**src/rtl/clock_period_monitor.sv**
```systemverilog
// Clock period monitor: synchronises a slow clk_in into the clk domain, measures its
// period and high time in clk cycles, and flags out-of-tolerance or missing edges.
module clock_period_monitor #(
  parameter int unsigned CNT_W      = 32,
  parameter int unsigned EXP_PERIOD = 8,
  parameter int unsigned TOL        = 1,
  parameter int unsigned TIMEOUT    = 16
) (
  input  logic             clk,
  input  logic             rst,
  input  logic             clk_in,
  input  logic             meas_en,
  output logic             rise_pulse,
  output logic [CNT_W-1:0] period,
  output logic [CNT_W-1:0] high_time,
  output logic             period_valid,
  output logic             in_range,
  output logic             lost
);

  localparam logic [1:0] IDLE       = 2'd0;
  localparam logic [1:0] WAIT_FIRST = 2'd1;
  localparam logic [1:0] MEASURE    = 2'd2;
  localparam logic [1:0] LOST       = 2'd3;

  localparam logic [CNT_W-1:0] CNT_MAX  = '1;
  localparam logic [CNT_W-1:0] EXP_C    = CNT_W'(EXP_PERIOD);
  localparam logic [CNT_W-1:0] TOL_C    = CNT_W'(TOL);
  localparam logic [CNT_W-1:0] TMO_LAST = CNT_W'(TIMEOUT - 1);

  logic [1:0]       rst_sync;
  logic             rst_int;
  logic             s1, s2, s3;
  logic             rise_det, fall_det;
  logic [1:0]       state;
  logic [CNT_W-1:0] cnt, cnt_inc, hi_cap;
  logic             range_ok;

  // NOTE: reset asserts asynchronously but releases only after two clk edges,
  // so every flop leaves reset on the same clock edge.
  always_ff @(posedge clk or posedge rst) begin
    if (rst) rst_sync <= 2'b11;
    else     rst_sync <= {rst_sync[0], 1'b0};
  end

  assign rst_int = rst | rst_sync[1];

  always_ff @(posedge clk or posedge rst_int) begin
    if (rst_int) begin
      s1 <= 1'b0;
      s2 <= 1'b0;
      s3 <= 1'b0;
    end else begin
      s1 <= clk_in;
      s2 <= s1;
      s3 <= s2;
    end
  end

  assign rise_det = s2 & ~s3;
  assign fall_det = ~s2 & s3;
  assign cnt_inc  = (cnt == CNT_MAX) ? cnt : cnt + 1'b1;

  // NOTE: every always_comb output gets a default first so no latch is inferred.
  always_comb begin
    range_ok = 1'b0;
    if (cnt_inc >= EXP_C) range_ok = (cnt_inc - EXP_C) <= TOL_C;
    else                  range_ok = (EXP_C - cnt_inc) <= TOL_C;
  end

  always_ff @(posedge clk or posedge rst_int) begin
    if (rst_int) begin
      state        <= IDLE;
      cnt          <= '0;
      hi_cap       <= '0;
      rise_pulse   <= 1'b0;
      period       <= '0;
      high_time    <= '0;
      period_valid <= 1'b0;
      in_range     <= 1'b0;
      lost         <= 1'b0;
    end else begin
      rise_pulse   <= rise_det;
      period_valid <= 1'b0;
      if (!meas_en) begin
        state  <= IDLE;
        cnt    <= '0;
        hi_cap <= '0;
        lost   <= 1'b0;
      end else begin
        cnt <= rise_det ? '0 : cnt_inc;
        case (state)
          IDLE: begin
            state  <= WAIT_FIRST;
            cnt    <= '0;
            hi_cap <= '0;
          end
          WAIT_FIRST: begin
            if (rise_det) begin
              state  <= MEASURE;
              hi_cap <= '0;
            end
          end
          MEASURE: begin
            // A rise on the timeout cycle closes a valid period instead of flagging lost.
            if (rise_det) begin
              period       <= cnt_inc;
              high_time    <= hi_cap;
              in_range     <= range_ok;
              period_valid <= 1'b1;
              hi_cap       <= '0;
            end else begin
              if (fall_det) hi_cap <= cnt_inc;
              if (cnt == TMO_LAST) begin
                state <= LOST;
                lost  <= 1'b1;
              end
            end
          end
          default: begin
            if (rise_det) begin
              state  <= MEASURE;
              lost   <= 1'b0;
              hi_cap <= '0;
            end
          end
        endcase
      end
    end
  end

endmodule

```
**config.mk**
```make
export PLATFORM = sky130hd
export DESIGN_NAME = clock_period_monitor
export DESIGN_NICKNAME = d
export VERILOG_FILES = /design/src/rtl/clock_period_monitor.sv
export SDC_FILE = /design/constraint.sdc
export NUM_CORES = 1
export LEC_CHECK = 0
export CAP_MARGIN = 20
export CORE_UTILIZATION = 50
export DETAILED_ROUTE_END_ITERATION = 12
export PLACE_DENSITY = 0.75
export SETUP_SLACK_MARGIN = 0.5
export SLEW_MARGIN = 40
export SYNTH_ARGS = -nofsm -noshare
export SYNTH_HDL_FRONTEND = slang
export SYNTH_SLANG_ARGS = --single-unit
```
**constraint.sdc**
```tcl
create_clock -name clk -period 8.7 [get_ports clk]
set_input_delay 1.305 -clock clk [delete_from_list [all_inputs] [get_ports clk]]
set_output_delay 1.305 -clock clk [all_outputs]
set_load 0.01 [all_outputs]
```
==> results.env <==
POSTSYNTHAREAPERCELL_UM2=9.35
DETAILEDPLACE.WORSTSLACK_PS=4370
TOP_LEVEL_PORTS=72
CTSHTREEMAXLEVEL=4
CRIT_BUF_INV=1
CRIT_CHAIN='ha_1 > nand3_1 > nor3_2 > nand3_1 > nand2_1 > xnor2_1 > ha_1 > inv_1 > xnor2_1 > nand2_1 > nor4_1 > nand4_1 > o31ai_2'
HPWL_AFTER_DETAILED_PLACEMENT_MM=10.3
CTS_SETUP_BUFFERS=0
NUMBER_OF_INSTANCES_RESIZED_DURING_POST_CTS_REPAIR=0
WORST_HOLD_PATH_TYPE='reg -> reg'
AREA_DELTA_SYNTH_FINAL_PCT=23.4
DRT_WL_TOTAL_MM=15.2
MAPPEDNETLISTNETS=669
GR-TOTAL-OVERFLOW=0
FIRST_PASS_ITERS=6
CLOCK_LATENCY_REPORTED_FOR_THE_LATE_SIDE_OF_THE_WORST_SKEW_PAIR_PS=410
POWER_DENSITY_mW_PER_MM2=185
VIAS_IN_THE_FIRST_GLOBAL_ROUTE=4912
SYNTH_ENABLE_FLOP_CELLS=0
POST_ROUTE_CELLS_DRIVE_ABOVE_1_SHARE_PCT=8.56
ANT_NETS=0
NUM_VIAS=5051
START_UTIL_PCT=51.3
POWER.SHARE.CLOCK_PCT=51.2
SETUP_CRIT_END_KIND='flop'
INSERTEDDIODECOUNT=0
CRIT_PATH_MAX_INCR_DELAY_PS=560
CTS_TREE='built'
SLEW-LIMIT-HEADROOM_PCT=47.5
GRT_USAGE_PCT=25.5
PATH_MAX_FANOUT=12
YS_FF_LATCH=139
IR_WORST_VDD_uV=88.2
MAPPEDNETLISTAREA_MM2=0.00619
DRTITER0DRC=422
MAXCAPVIOLCOUNT=0
REQUIRED_TIME_REPORTED_FOR_THE_CRITICAL_PATH_ENDPOINT_PS=9020
REPORT.FINAL.SLEW_VIOL_COUNT=0
POSTLAYOUTCELLAREA_MM2=0.00763
GPL.FINAL_WEIGHTED_CONGESTION=0.892
NUMCTSBUFFERS=17
HOLD_VIOLATIONS=0
CRIT_FAMILY='simple AND/OR/NAND/NOR gates'
TOTAL_LEAKAGE_POWER_nW=3.40
POWER_SWITCHING_mW=0.319
DIE_W_UM=113
ROUTE.DETAILED.DRC=0
SYN_INST=662
DETAIL_ROUTE.VIAS_PER_CELL=5.59
SEQ_AREA_MM2=0.00348
YOSYSSEQAREASHARE_PCT=56.2
MIN_CLOCK_PERIOD_POST_ROUTE_PS=4000
AVGROUTEDWIREPERCELL_UM=16.8
POWER_FRAC_SEQ_PCT=46.3
ROOT_BUFFER='sky130_fd_sc_hd__clkbuf_16'
CRIT_PATH_START_KIND='flop'
STATUS='complete, no violations'
FP.COREAREA_MM2=0.0121
DIE-AREA_MM2=0.0128
FINAL_CELL_COUNT_NO_FILL=904
IO_BUFFER_COUNT=71
CTS_SINKS=139
TIMING.CRITICAL_PATH.ARRIVAL_PS=4320
SETUP-TNS-FINAL_PS=0
YOSYS_WARNS=0
FMAX_GHz=0.250
CRITICAL_PATH.SLOWEST_CELL='sky130_fd_sc_hd__nor3_2'
PLACED_CELL_COUNT=872
FINALCOREUTILIZATION_PCT=63.3
PLACEMENTROWS=40
SETUP_WS_PS=4700
MULTI_INPUT_AREA_MM2=0.00255
NUMBER_OF_ANTENNA_VIOLATIONS_AT_THE_FIRST_CHECK_IN_GLOBAL_ROUTING=0
P_INT_mW=1.10
NETSWITCHINGFRACTION_PCT=22.5
POST_SYNTH_NUM_CELL_TYPES=56
CLKSLEWWORSTSETUPHOLDPATHS_PS=60
SHARE_OF_SYNTHESIZED_FLIP_FLOPS_WITH_AN_ASYNCHRONOUS_SET_OR_RESET_PCT=100
GRT_SETUP_UNREPAIRED='false'
CRITPATHKIND='reg -> reg'
POSTCTSHOLDBUFS=0
CLOCKBUFFERDEPTH=2
FINAL_MIN_PERIOD_OVER_CLOCK_PERIOD_PCT=46.0
DESIGN.FINAL.NETS=730
COUNT_OF_FILL_CELLS_ADDED_DURING_FILLER_INSERTION=948
FLOORPLAN.DIE.HEIGHT_UM=113
SETUP_VIOL=0
COMB_POWER_SHARE_PCT=2.5
POSTSYNTH.TOPFLOPCELL='sky130_fd_sc_hd__dfrtp_1'
PLACEDINSTANCEAREA_MM2=0.00703
WORST_SLEW_PIN_SLEW_PS=786
GRT_PASS1_WL_MM=25.2
WORST_CLOCK_SKEW_PS=9.57
PIN_COUNT_OF_THE_BIGGEST_NET_ENTERING_GLOBAL_ROUTING=96
[registers in the layout (all words and copies together) (netlist names)]
| register | flops |
|---|---|
| period_valid | 1 |
| rst_sync | 2 |
| hi_cap | 32 |
| in_range | 1 |
| rise_pulse | 1 |
| high_time | 32 |
| cnt | 32 |
| lost | 1 |
| s2 | 1 |
| state | 2 |
| period | 32 |
| s1 | 1 |
| s3 | 1 |
[metrics by stage]
stage | total power [mW] | hold slack (ps)
after floorplan | 0.689 | 331
after global placement | 0.702 | 345
after detailed placement | 0.704 | 336
after CTS | 1.42 | 357
after global routing | 1.46 | 364
final | 1.42 | 356
[Yosys cell counts, types with 2 or more instances]
master	count	area, um2
sky130_fd_sc_hd__mux2i_1	6	60.1
sky130_fd_sc_hd__o31ai_1	2	15.0
sky130_fd_sc_hd__a41oi_1	2	17.5
sky130_fd_sc_hd__inv_1	9	33.8
sky130_fd_sc_hd__clkbuf_1	25	93.8
sky130_fd_sc_hd__and2_1	7	43.8
sky130_fd_sc_hd__mux2_2	3	33.8
sky130_fd_sc_hd__xor2_1	9	78.8
sky130_fd_sc_hd__dfstp_2	2	52.6
sky130_fd_sc_hd__and3_1	8	50.1
sky130_fd_sc_hd__dfrtp_1	137	3430
sky130_fd_sc_hd__and4_1	2	17.5
sky130_fd_sc_hd__buf_1	3	11.3
sky130_fd_sc_hd__a22o_1	3	26.3
sky130_fd_sc_hd__a31oi_1	5	31.3
sky130_fd_sc_hd__nor3b_1	3	22.5
sky130_fd_sc_hd__or3_1	5	31.3
sky130_fd_sc_hd__o21ai_0	69	345
sky130_fd_sc_hd__nand4b_1	2	17.5
sky130_fd_sc_hd__nand4_1	14	87.6
sky130_fd_sc_hd__xnor2_1	11	96.3
sky130_fd_sc_hd__nor2b_1	6	37.5
sky130_fd_sc_hd__nor4_1	13	81.3
sky130_fd_sc_hd__ha_1	3	37.5
sky130_fd_sc_hd__nand4_2	2	25.0
sky130_fd_sc_hd__xnor2_2	2	32.5
sky130_fd_sc_hd__buf_2	4	20.0
sky130_fd_sc_hd__buf_4	2	15.0
sky130_fd_sc_hd__nor2_1	50	188
sky130_fd_sc_hd__a31o_2	2	17.5
sky130_fd_sc_hd__nor3_2	2	20.0
sky130_fd_sc_hd__nand3_1	17	85.1
sky130_fd_sc_hd__nand2_1	193	724
sky130_fd_sc_hd__a21oi_1	7	35.0
sky130_fd_sc_hd__o211ai_1	2	15.0
sky130_fd_sc_hd__o21bai_1	2	15.0
sky130_fd_sc_hd__nand2b_1	2	12.5
sky130_fd_sc_hd__nor4_2	2	25.0
sky130_fd_sc_hd__or2_2	2	12.5
sky130_fd_sc_hd__nor3_1	6	30.0
[final timing paths]
kind                                   from          end  slack (ps)  cells after the start
min in group asynchronous       rst_sync[1]     state[0]         490                      2
worst max register to register       cnt[0]     in_range        4700                     13
worst min-delay path            rst_sync[0]  rst_sync[1]         360                      0
worst min register to register  rst_sync[0]  rst_sync[1]         360                      0
max in group asynchronous               rst    hi_cap[4]        6010                      4
worst max-delay path                 cnt[0]     in_range        4700                     13
[layout make-up]
class,instances,area share (%)
inverter,10,0.492
timing repair buffer,76,9.93
clock inverter,14,2.11
multi-input combinational,479,33.4
clock buffer,18,5.75
tap,168,2.75
sequential,139,45.6
[cell usage in the layout, fill, tap and decap left out, drive strengths merged, types with 6 or more instances in the layout]
cell	instances
and3	8
mux2i	6
dfrtp	137
nand4	16
nor4	16
nand2	193
nor2b	6
inv	15
xnor2	13
a21oi	7
clkbuf	19
clkdlybuf4s50	71
nor3	8
and2	7
o21ai	70
xor2	9
nor2	50
nand3	17
[layer usage]
| layer | track usage, % | routed length [um] | vias to the layer above |
|---|---|---|---|
| met1 | 35.2 | 6770 | 2475 |
| li1 | - | - | 2369 |
| met2 | 40.4 | 7330 | 188 |
| met3 | 5.09 | 902 | 19 |
| met5 | 0 | 0 | - |
| met4 | 8.68 | 201 | 0 |
[kinds of logic after synthesis]
group           share of synthesized area, %
simple gates                            25.3
flops                                   56.2
compound gates                          10.0
buf+inv                                 2.87
xor+xnor                                3.36
mux                                     1.52
fa+ha+maj                              0.607
other cells                           0.0606
[power by group through the flow]
| stage | clock (mW) | combinational, mW | sequential, mW |
|---|---|---|---|
| 2_1_floorplan | 0 | 0.0222 | 0.666 |
| 3_3_place_gp | 0 | 0.0354 | 0.667 |
| 3_5_place_dp | 0 | 0.0367 | 0.667 |
| 4_1_cts | 0.733 | 0.0369 | 0.655 |
| 5_1_grt | 0.763 | 0.0409 | 0.655 |
| 6_report | 0.724 | 0.0359 | 0.655 |
(Power assumes the default switching activity.)
